**src/rtl/spi_master_ctrl.sv**
```systemverilog
// SPI master with control/status/data register bank fed by AXI-Lite write strobes.
// Define SPI_LOOPBACK_EN to implement control bit 4 (internal MOSI->MISO loopback).
module spi_master_ctrl #(
  parameter int unsigned DATA_W = 8
) (
  input  logic        clk,
  input  logic        reset,
  input  logic [31:0] i_data_to_registers,
  input  logic        i_wr_controll_reg,
  input  logic        i_wr_data_reg,
  output logic [31:0] o_controll_reg,
  output logic [31:0] o_status_reg,
  output logic [31:0] o_data_reg,
  output logic        spi_sclk,
  output logic        spi_mosi,
  input  logic        spi_miso,
  output logic        spi_cs_n
);

  localparam int unsigned HALF_W = $clog2(2 * DATA_W);

  localparam logic [1:0] S_IDLE  = 2'd0;
  localparam logic [1:0] S_SETUP = 2'd1;
  localparam logic [1:0] S_XFER  = 2'd2;
  localparam logic [1:0] S_HOLD  = 2'd3;

  logic [1:0]        r_state;
  logic [1:0]        w_state_next;
  logic              r_cpol;
  logic              r_cpha;
  logic              r_cs_hold;
  logic              r_loop;
  logic [7:0]        r_clkdiv;
  logic              r_busy;
  logic              r_done;
  logic              r_overrun;
  logic [DATA_W-1:0] r_tx;
  logic [DATA_W-1:0] r_rx;
  logic [DATA_W-1:0] r_shift;
  logic              r_sample;
  logic              r_mosi;
  logic              r_sclk;
  logic              r_cs_n;
  logic [7:0]        r_div;
  logic [HALF_W-1:0] r_half;

  logic              w_div_end;
  logic              w_last_half;
  logic              w_start;
  logic              w_miso;
  logic              w_loop_wr;
  logic [DATA_W-1:0] w_tx_src;
  logic [DATA_W-1:0] w_shift_next;
  logic              w_unused;

  assign w_div_end    = (r_div == r_clkdiv);
  assign w_last_half  = (r_half == HALF_W'(2 * DATA_W - 1));
  assign w_start      = i_wr_controll_reg && i_data_to_registers[0];
  // A data write in the same cycle as START feeds the new value straight into the frame.
  assign w_tx_src     = i_wr_data_reg ? i_data_to_registers[DATA_W-1:0] : r_tx;
  assign w_shift_next = DATA_W'({r_shift, r_sample});
  assign w_unused     = ^i_data_to_registers[31:16];

`ifdef SPI_LOOPBACK_EN
  assign w_loop_wr = i_data_to_registers[4];
  assign w_miso    = r_loop ? r_mosi : spi_miso;
`else
  assign w_loop_wr = 1'b0;
  assign w_miso    = spi_miso;
`endif

  always_ff @(posedge clk) begin
    if (reset) r_state <= S_IDLE;
    else       r_state <= w_state_next;
  end

  always_comb begin
    w_state_next = r_state;
    case (r_state)
      S_IDLE:  if (w_start) w_state_next = S_SETUP;
      S_SETUP: if (w_div_end) w_state_next = S_XFER;
      S_XFER:  if (w_div_end && w_last_half) w_state_next = S_HOLD;
      S_HOLD:  if (w_div_end) w_state_next = S_IDLE;
      default: w_state_next = S_IDLE;
    endcase
  end

  always_ff @(posedge clk) begin
    if (reset) begin
      r_cpol    <= 1'b0;
      r_cpha    <= 1'b0;
      r_cs_hold <= 1'b0;
      r_loop    <= 1'b0;
      r_clkdiv  <= 8'd0;
      r_busy    <= 1'b0;
      r_done    <= 1'b0;
      r_overrun <= 1'b0;
      r_tx      <= '0;
      r_rx      <= '0;
      r_shift   <= '0;
      r_sample  <= 1'b0;
      r_mosi    <= 1'b0;
      r_sclk    <= 1'b0;
      r_cs_n    <= 1'b1;
      r_div     <= 8'd0;
      r_half    <= '0;
    end else if (r_state == S_IDLE) begin
      r_sclk <= r_cpol;
      if (i_wr_data_reg) r_tx <= i_data_to_registers[DATA_W-1:0];
      if (i_wr_controll_reg) begin
        r_cpol    <= i_data_to_registers[1];
        r_cpha    <= i_data_to_registers[2];
        r_cs_hold <= i_data_to_registers[3];
        r_loop    <= w_loop_wr;
        r_clkdiv  <= i_data_to_registers[15:8];
        r_sclk    <= i_data_to_registers[1];
        if (w_start) begin
          r_shift   <= w_tx_src;
          r_mosi    <= i_data_to_registers[2] ? 1'b0 : w_tx_src[DATA_W-1];
          r_cs_n    <= 1'b0;
          r_busy    <= 1'b1;
          r_done    <= 1'b0;
          r_overrun <= 1'b0;
          r_div     <= 8'd0;
          r_half    <= '0;
        end else if (!i_data_to_registers[3]) begin
          r_cs_n <= 1'b1;
        end
      end
    end else begin
      // Busy: control writes are dropped, data writes only flag the overrun.
      if (i_wr_data_reg) r_overrun <= 1'b1;
      if (!w_div_end) begin
        r_div <= r_div + 8'd1;
      end else begin
        r_div <= 8'd0;
        if (r_state == S_XFER) begin
          r_sclk <= ~r_sclk;
          r_half <= w_last_half ? '0 : r_half + HALF_W'(1);
          if (!r_half[0]) begin
            if (r_cpha) r_mosi   <= r_shift[DATA_W-1];
            else        r_sample <= w_miso;
          end else begin
            r_shift <= r_cpha ? DATA_W'({r_shift, w_miso}) : w_shift_next;
            if (!r_cpha) r_mosi <= w_shift_next[DATA_W-1];
          end
        end else if (r_state == S_HOLD) begin
          r_rx   <= r_shift;
          r_busy <= 1'b0;
          r_done <= 1'b1;
          r_cs_n <= ~r_cs_hold;
          r_mosi <= 1'b0;
        end
      end
    end
  end

  assign o_controll_reg = {16'd0, r_clkdiv, 3'd0, r_loop, r_cs_hold, r_cpha, r_cpol, 1'b0};
  assign o_status_reg   = {29'd0, r_overrun, r_done, r_busy};
  assign o_data_reg     = 32'(r_rx);
  assign spi_sclk       = r_sclk;
  assign spi_mosi       = r_mosi;
  assign spi_cs_n       = r_cs_n;

endmodule

```
**config.mk**
```make
export PLATFORM = sky130hd
export DESIGN_NAME = spi_master_ctrl
export DESIGN_NICKNAME = d
export VERILOG_FILES = /design/src/rtl/spi_master_ctrl.sv
export SDC_FILE = /design/constraint.sdc
export NUM_CORES = 1
export LEC_CHECK = 0
export CAP_MARGIN = 40
export CORE_ASPECT_RATIO = 1.75
export CORE_MARGIN = 10
export CORE_UTILIZATION = 40
export DETAILED_ROUTE_END_ITERATION = 10
export PLACE_DENSITY = 0.78
export SYNTH_ARGS = -nofsm -noshare
export SYNTH_HDL_FRONTEND = slang
export SYNTH_SLANG_ARGS = --single-unit
```
**constraint.sdc**
```tcl
create_clock -name clk -period 2 [get_ports clk]
set_input_delay 0.4 -clock clk [delete_from_list [all_inputs] [get_ports clk]]
set_output_delay 0.4 -clock clk [all_outputs]
set_load 0.05 [all_outputs]
```
==> impl_metrics.prom <==
# TYPE chip_impl_metric gauge
chip_impl_metric{name="grt_antenna_before_repair",unit=""} 0
chip_impl_metric{name="power.combinational.fraction",unit="%"} 51.5
chip_impl_metric{name="grt_use_total",unit="%"} 12.4
chip_impl_metric{name="yosys.cell_types.count",unit=""} 50
chip_impl_info{name="cts-root-buf",value="sky130_fd_sc_hd__clkbuf_16"} 1
chip_impl_metric{name="max_fo_critical_path",unit=""} 3
chip_impl_metric{name="detailedPlacementHpwl",unit="um"} 6490
chip_impl_metric{name="drt_first_pass_iters",unit=""} 4
chip_impl_metric{name="asyncSetResetFlopFracSynth",unit="%"} 0
chip_impl_info{name="cp-end-kind",value="primary output"} 1
chip_impl_metric{name="cts.reportedPaths.clkPinSlew",unit="ns"} 0.07
chip_impl_metric{name="initial_utilization",unit="%"} 41.1
chip_impl_metric{name="hold_viol_final",unit=""} 0
chip_impl_info{name="timing.critical_path.from_type",value="flop"} 1
chip_impl_metric{name="tritoncts_num_sinks",unit=""} 56
chip_impl_metric{name="cts_hold_buffers",unit=""} 0
chip_impl_metric{name="cts_inserted_buffers",unit=""} 5
chip_impl_metric{name="rows",unit=""} 44
chip_impl_metric{name="fin_skew",unit="ns"} 0.00764
chip_impl_metric{name="synth.cell_area",unit="um^2"} 3420
chip_impl_metric{name="pin_count",unit=""} 136
chip_impl_metric{name="yosys_register_bits",unit=""} 56
chip_impl_info{name="status",value="finished, final reports clean"} 1
chip_impl_info{name="ys.flop_type",value="sky130_fd_sc_hd__dfxtp_1"} 1
chip_impl_info{name="setup.worst_path.class",value="reg -> out"} 1
chip_impl_metric{name="fillerInstances",unit=""} 772
chip_impl_info{name="cp_slowest_cell",value="sky130_fd_sc_hd__clkdlybuf4s50_1"} 1
chip_impl_metric{name="drive_above_1_share",unit="%"} 12.8
chip_impl_metric{name="clock_power_share",unit="%"} 19.6
chip_impl_metric{name="critPathMaxStageDelay",unit="ns"} 0.83
chip_impl_metric{name="final_max_slew_viol_count",unit=""} 0
chip_impl_metric{name="cts_max_level",unit=""} 2
chip_impl_metric{name="grt_max_degree",unit=""} 53
chip_impl_metric{name="detail_route.vias_per_cell",unit=""} 4.91
chip_impl_metric{name="gpl.final_weighted_congestion",unit=""} 0.865
chip_impl_info{name="worst_path_dominant_cell_family",value="buffers and inverters"} 1
chip_impl_metric{name="number_of_enable_flip_flop_cells_after_synthesis",unit=""} 0
chip_impl_metric{name="data_required_critical_path",unit="ns"} 1.60
chip_impl_metric{name="dr_total_vias",unit=""} 2786
chip_impl_metric{name="diodes",unit=""} 0
chip_impl_metric{name="number_of_i_o_port_buffers",unit=""} 45
chip_impl_metric{name="max_freq",unit="GHz"} 0.521
chip_impl_metric{name="syn_inst_count",unit=""} 404
chip_impl_metric{name="finalPower",unit="mW"} 5.07
chip_impl_info{name="tritoncts",value="yes"} 1
chip_impl_metric{name="drt_drc_violations_left",unit=""} 0
chip_impl_metric{name="layout.nets",unit=""} 495
chip_impl_metric{name="die_h",unit="um"} 142
chip_impl_metric{name="slew_headroom",unit="%"} 64.8
chip_impl_metric{name="internal_power",unit="mW"} 2.75
chip_impl_metric{name="final_critical_path_time_including_i_o_delays_and_setup",unit="ns"} 1.92
chip_impl_metric{name="finalCritPeriodShare",unit="%"} 96.0
chip_impl_metric{name="fin_setup_tns",unit="ns"} 0
chip_impl_metric{name="drv.max_cap_violation_count",unit=""} 0
chip_impl_metric{name="core",unit="um^2"} 8310
chip_impl_metric{name="critical_path_arrival",unit="ns"} 1.52
chip_impl_info{name="worst_hold_path_type",value="reg -> reg"} 1
chip_impl_metric{name="power.switching",unit="mW"} 2.32
chip_impl_metric{name="seq_area_frac_synth",unit="%"} 32.8
chip_impl_metric{name="switching_share",unit="%"} 45.7
chip_impl_metric{name="p_leak",unit="nW"} 1.68
chip_impl_info{name="worst_setup_path_startpoint",value="r_clkdiv[4]"} 1
chip_impl_metric{name="grt_overflow_total",unit=""} 0
chip_impl_metric{name="grt_pass1_vias",unit=""} 2767
chip_impl_metric{name="final-setup-viol-count",unit=""} 0
chip_impl_metric{name="peakVddDrop",unit="mV"} 0.672
chip_impl_metric{name="synth.yosys.warnings",unit=""} 0
chip_impl_info{name="hold_start",value="r_tx[7]"} 1
chip_impl_metric{name="sequentialPowerShare",unit="%"} 28.8
chip_impl_info{name="crit_chain",value="clkdlybuf4s50_1"} 1
chip_impl_metric{name="critical_path_buf_inv_count",unit=""} 1
chip_impl_metric{name="clk-insertion-delay-late",unit="ns"} 0.30
chip_impl_metric{name="wl_per_cell",unit="um"} 15.0
chip_impl_metric{name="floorplan.die.width",unit="um"} 89.9
chip_impl_metric{name="wl",unit="um"} 8510
chip_impl_metric{name="first_pass_grt_wire_length",unit="um"} 13100
chip_impl_metric{name="area.growth.synth_to_final",unit="%"} 15.5
chip_impl_metric{name="syn_avg_cell_area",unit="um^2"} 8.47
chip_impl_metric{name="detailedRoute.firstIterationViolations",unit=""} 166
chip_impl_info{name="worstReg2RegStart",value="r_state[1]"} 1
chip_impl_metric{name="timing_worst_slew_pin_value",unit="ns"} 0.527
chip_impl_metric{name="power_per_cell_area",unit="nW/um^2"} 1280
chip_impl_metric{name="cts_max_path_buffers",unit=""} 2
chip_impl_metric{name="die_area",unit="um^2"} 12800
chip_impl_metric{name="drt.antenna.violating_nets",unit=""} 0
-- metrics by stage --
stage	util (%)	setup slack [ns]	hold WS, ns	cell area, um^2	instances
after floorplan	-	0.0259	0.436	3690	477
after global placement	44.7	-0.196	0.440	3710	556
after detailed placement	44.7	-0.0567	0.451	3720	557
after CTS	46.8	0.0335	0.461	3890	565
after global routing	47.5	-0.00465	0.487	3950	567
final	47.5	0.0790	0.459	3950	567
-- power by group through the flow --
| stage | Sequential (mW) | Clock (mW) | Combinational (mW) |
|---|---|---|---|
| after floorplan | 1.61 | 0 | 1.85 |
| after global placement | 1.47 | 0 | 2.34 |
| after detailed placement | 1.48 | 0 | 2.40 |
| after CTS | 1.46 | 1.01 | 2.42 |
| after global routing | 1.49 | 1.04 | 2.81 |
| final | 1.46 | 0.996 | 2.61 |
-- synth_stat cells, types with 2 or more instances --
cell | number | share of area, %
sky130_fd_sc_hd__nor2_1 | 29 | 3.2
sky130_fd_sc_hd__o211ai_1 | 9 | 2.0
sky130_fd_sc_hd__ha_1 | 7 | 2.6
sky130_fd_sc_hd__nand2b_1 | 2 | 0.37
sky130_fd_sc_hd__a21oi_1 | 40 | 5.9
sky130_fd_sc_hd__o21ai_0 | 6 | 0.88
sky130_fd_sc_hd__o311ai_0 | 2 | 0.51
sky130_fd_sc_hd__xnor2_1 | 8 | 2.0
sky130_fd_sc_hd__buf_4 | 80 | 18
sky130_fd_sc_hd__nand3_1 | 15 | 2.2
sky130_fd_sc_hd__mux2i_1 | 20 | 5.9
sky130_fd_sc_hd__a311oi_1 | 8 | 2.0
sky130_fd_sc_hd__dfxtp_1 | 56 | 33
sky130_fd_sc_hd__o31ai_1 | 3 | 0.66
sky130_fd_sc_hd__inv_1 | 7 | 0.77
sky130_fd_sc_hd__nand4_1 | 4 | 0.73
sky130_fd_sc_hd__o41ai_1 | 9 | 2.3
sky130_fd_sc_hd__mux2_2 | 3 | 0.99
sky130_fd_sc_hd__nand2_1 | 43 | 4.7
sky130_fd_sc_hd__and3_1 | 2 | 0.37
sky130_fd_sc_hd__buf_6 | 3 | 0.99
sky130_fd_sc_hd__a211oi_1 | 2 | 0.44
sky130_fd_sc_hd__clkbuf_1 | 17 | 1.9
sky130_fd_sc_hd__a41oi_1 | 2 | 0.51
sky130_fd_sc_hd__a22oi_1 | 2 | 0.44
-- registers in the layout, summed over array words and instances, names as in the netlist, 2 cells and up --
signal	count
r_div	8
r_tx	8
r_shift	8
r_half	4
r_clkdiv	8
r_state	2
r_rx	8
-- cell families (layout without fill, tap and decap cells) --
family,count (synthesis),after routing,share of synthesized area [%]
adder cells (fa/ha/maj),7,7,2.56
flip-flops,56,56,32.8
other,1,74,0.110
AND/OR/NAND/NOR,104,104,14.0
AO/OA/AOI/OAI,93,94,18.9
multiplexers,23,23,6.84
XOR/XNOR,10,10,2.78
buffers and inverters,110,84,22.0
-- worst register-to-register path: cells and delay by family, from the launching register on --
family / cells / cell delay, ns
simple gates: 1 / 0.25
buf+inv: 2 / 0.33
flops: 1 / 0.40
fa+ha+maj: 1 / 0.26
compound gates: 3 / 0.55
-- layout by cell type, fill, tap and decap left out, types with 3 or more instances in the layout --
| master | Yosys | routed |
|---|---|---|
| sky130_fd_sc_hd__conb_1 | 1 | 74 |
| sky130_fd_sc_hd__o21ai_0 | 6 | 6 |
| sky130_fd_sc_hd__nor2_1 | 29 | 29 |
| sky130_fd_sc_hd__ha_1 | 7 | 7 |
| sky130_fd_sc_hd__dfxtp_1 | 56 | 56 |
| sky130_fd_sc_hd__mux2_2 | 3 | 3 |
| sky130_fd_sc_hd__mux2i_1 | 20 | 20 |
| sky130_fd_sc_hd__a21oi_1 | 40 | 40 |
| sky130_fd_sc_hd__inv_1 | 7 | 6 |
| sky130_fd_sc_hd__clkbuf_16 | 0 | 6 |
| sky130_fd_sc_hd__o211ai_1 | 9 | 9 |
| sky130_fd_sc_hd__xnor2_1 | 8 | 8 |
| sky130_fd_sc_hd__clkdlybuf4s50_1 | 0 | 34 |
| sky130_fd_sc_hd__o31ai_1 | 3 | 3 |
| sky130_fd_sc_hd__o41ai_1 | 9 | 9 |
| sky130_fd_sc_hd__a311oi_1 | 8 | 8 |
| sky130_fd_sc_hd__nand4_1 | 4 | 4 |
| sky130_fd_sc_hd__nand2_1 | 43 | 43 |
| sky130_fd_sc_hd__nand3_1 | 15 | 15 |
| sky130_fd_sc_hd__buf_4 | 80 | 32 |
-- layout make-up --
type                       instances  area (um^2)  share of cell area [%]
timing repair buffer              69          646                    16.3
multi-input combinational        312         1850                    46.8
sequential                        56         1120                    28.4
tap                              115          144                    3.64
clock inverter                     2         35.0                   0.887
clock buffer                       6          129                    3.26
inverter                           7         26.3                   0.665
-- metal layers --
metal / wire (um) / track usage [%]
met5: 0 / 0
met3: 756 / 4.60
met4: 248 / 6.82
met2: 4370 / 22.5
met1: 3140 / 11.8
-- final timing paths --
kind | endpoint | slack (ns) | cells past startpoint
worst max-delay path | o_controll_reg[12] | 0.08 | 1
worst min register to register | r_tx[7] | 0.46 | 2
worst min-delay path | r_tx[7] | 0.46 | 2
worst max register to register | r_shift[5] | 0.12 | 7
-- repair_timing --
item / CTS / global route
setup buffers: 0 / 0
cloned: 0 / 2
hold endpoints to repair: 0 / 0
setup endpoints to repair: 2 / 13
resized for setup: 1 / 8
(Power assumes the default switching activity.)
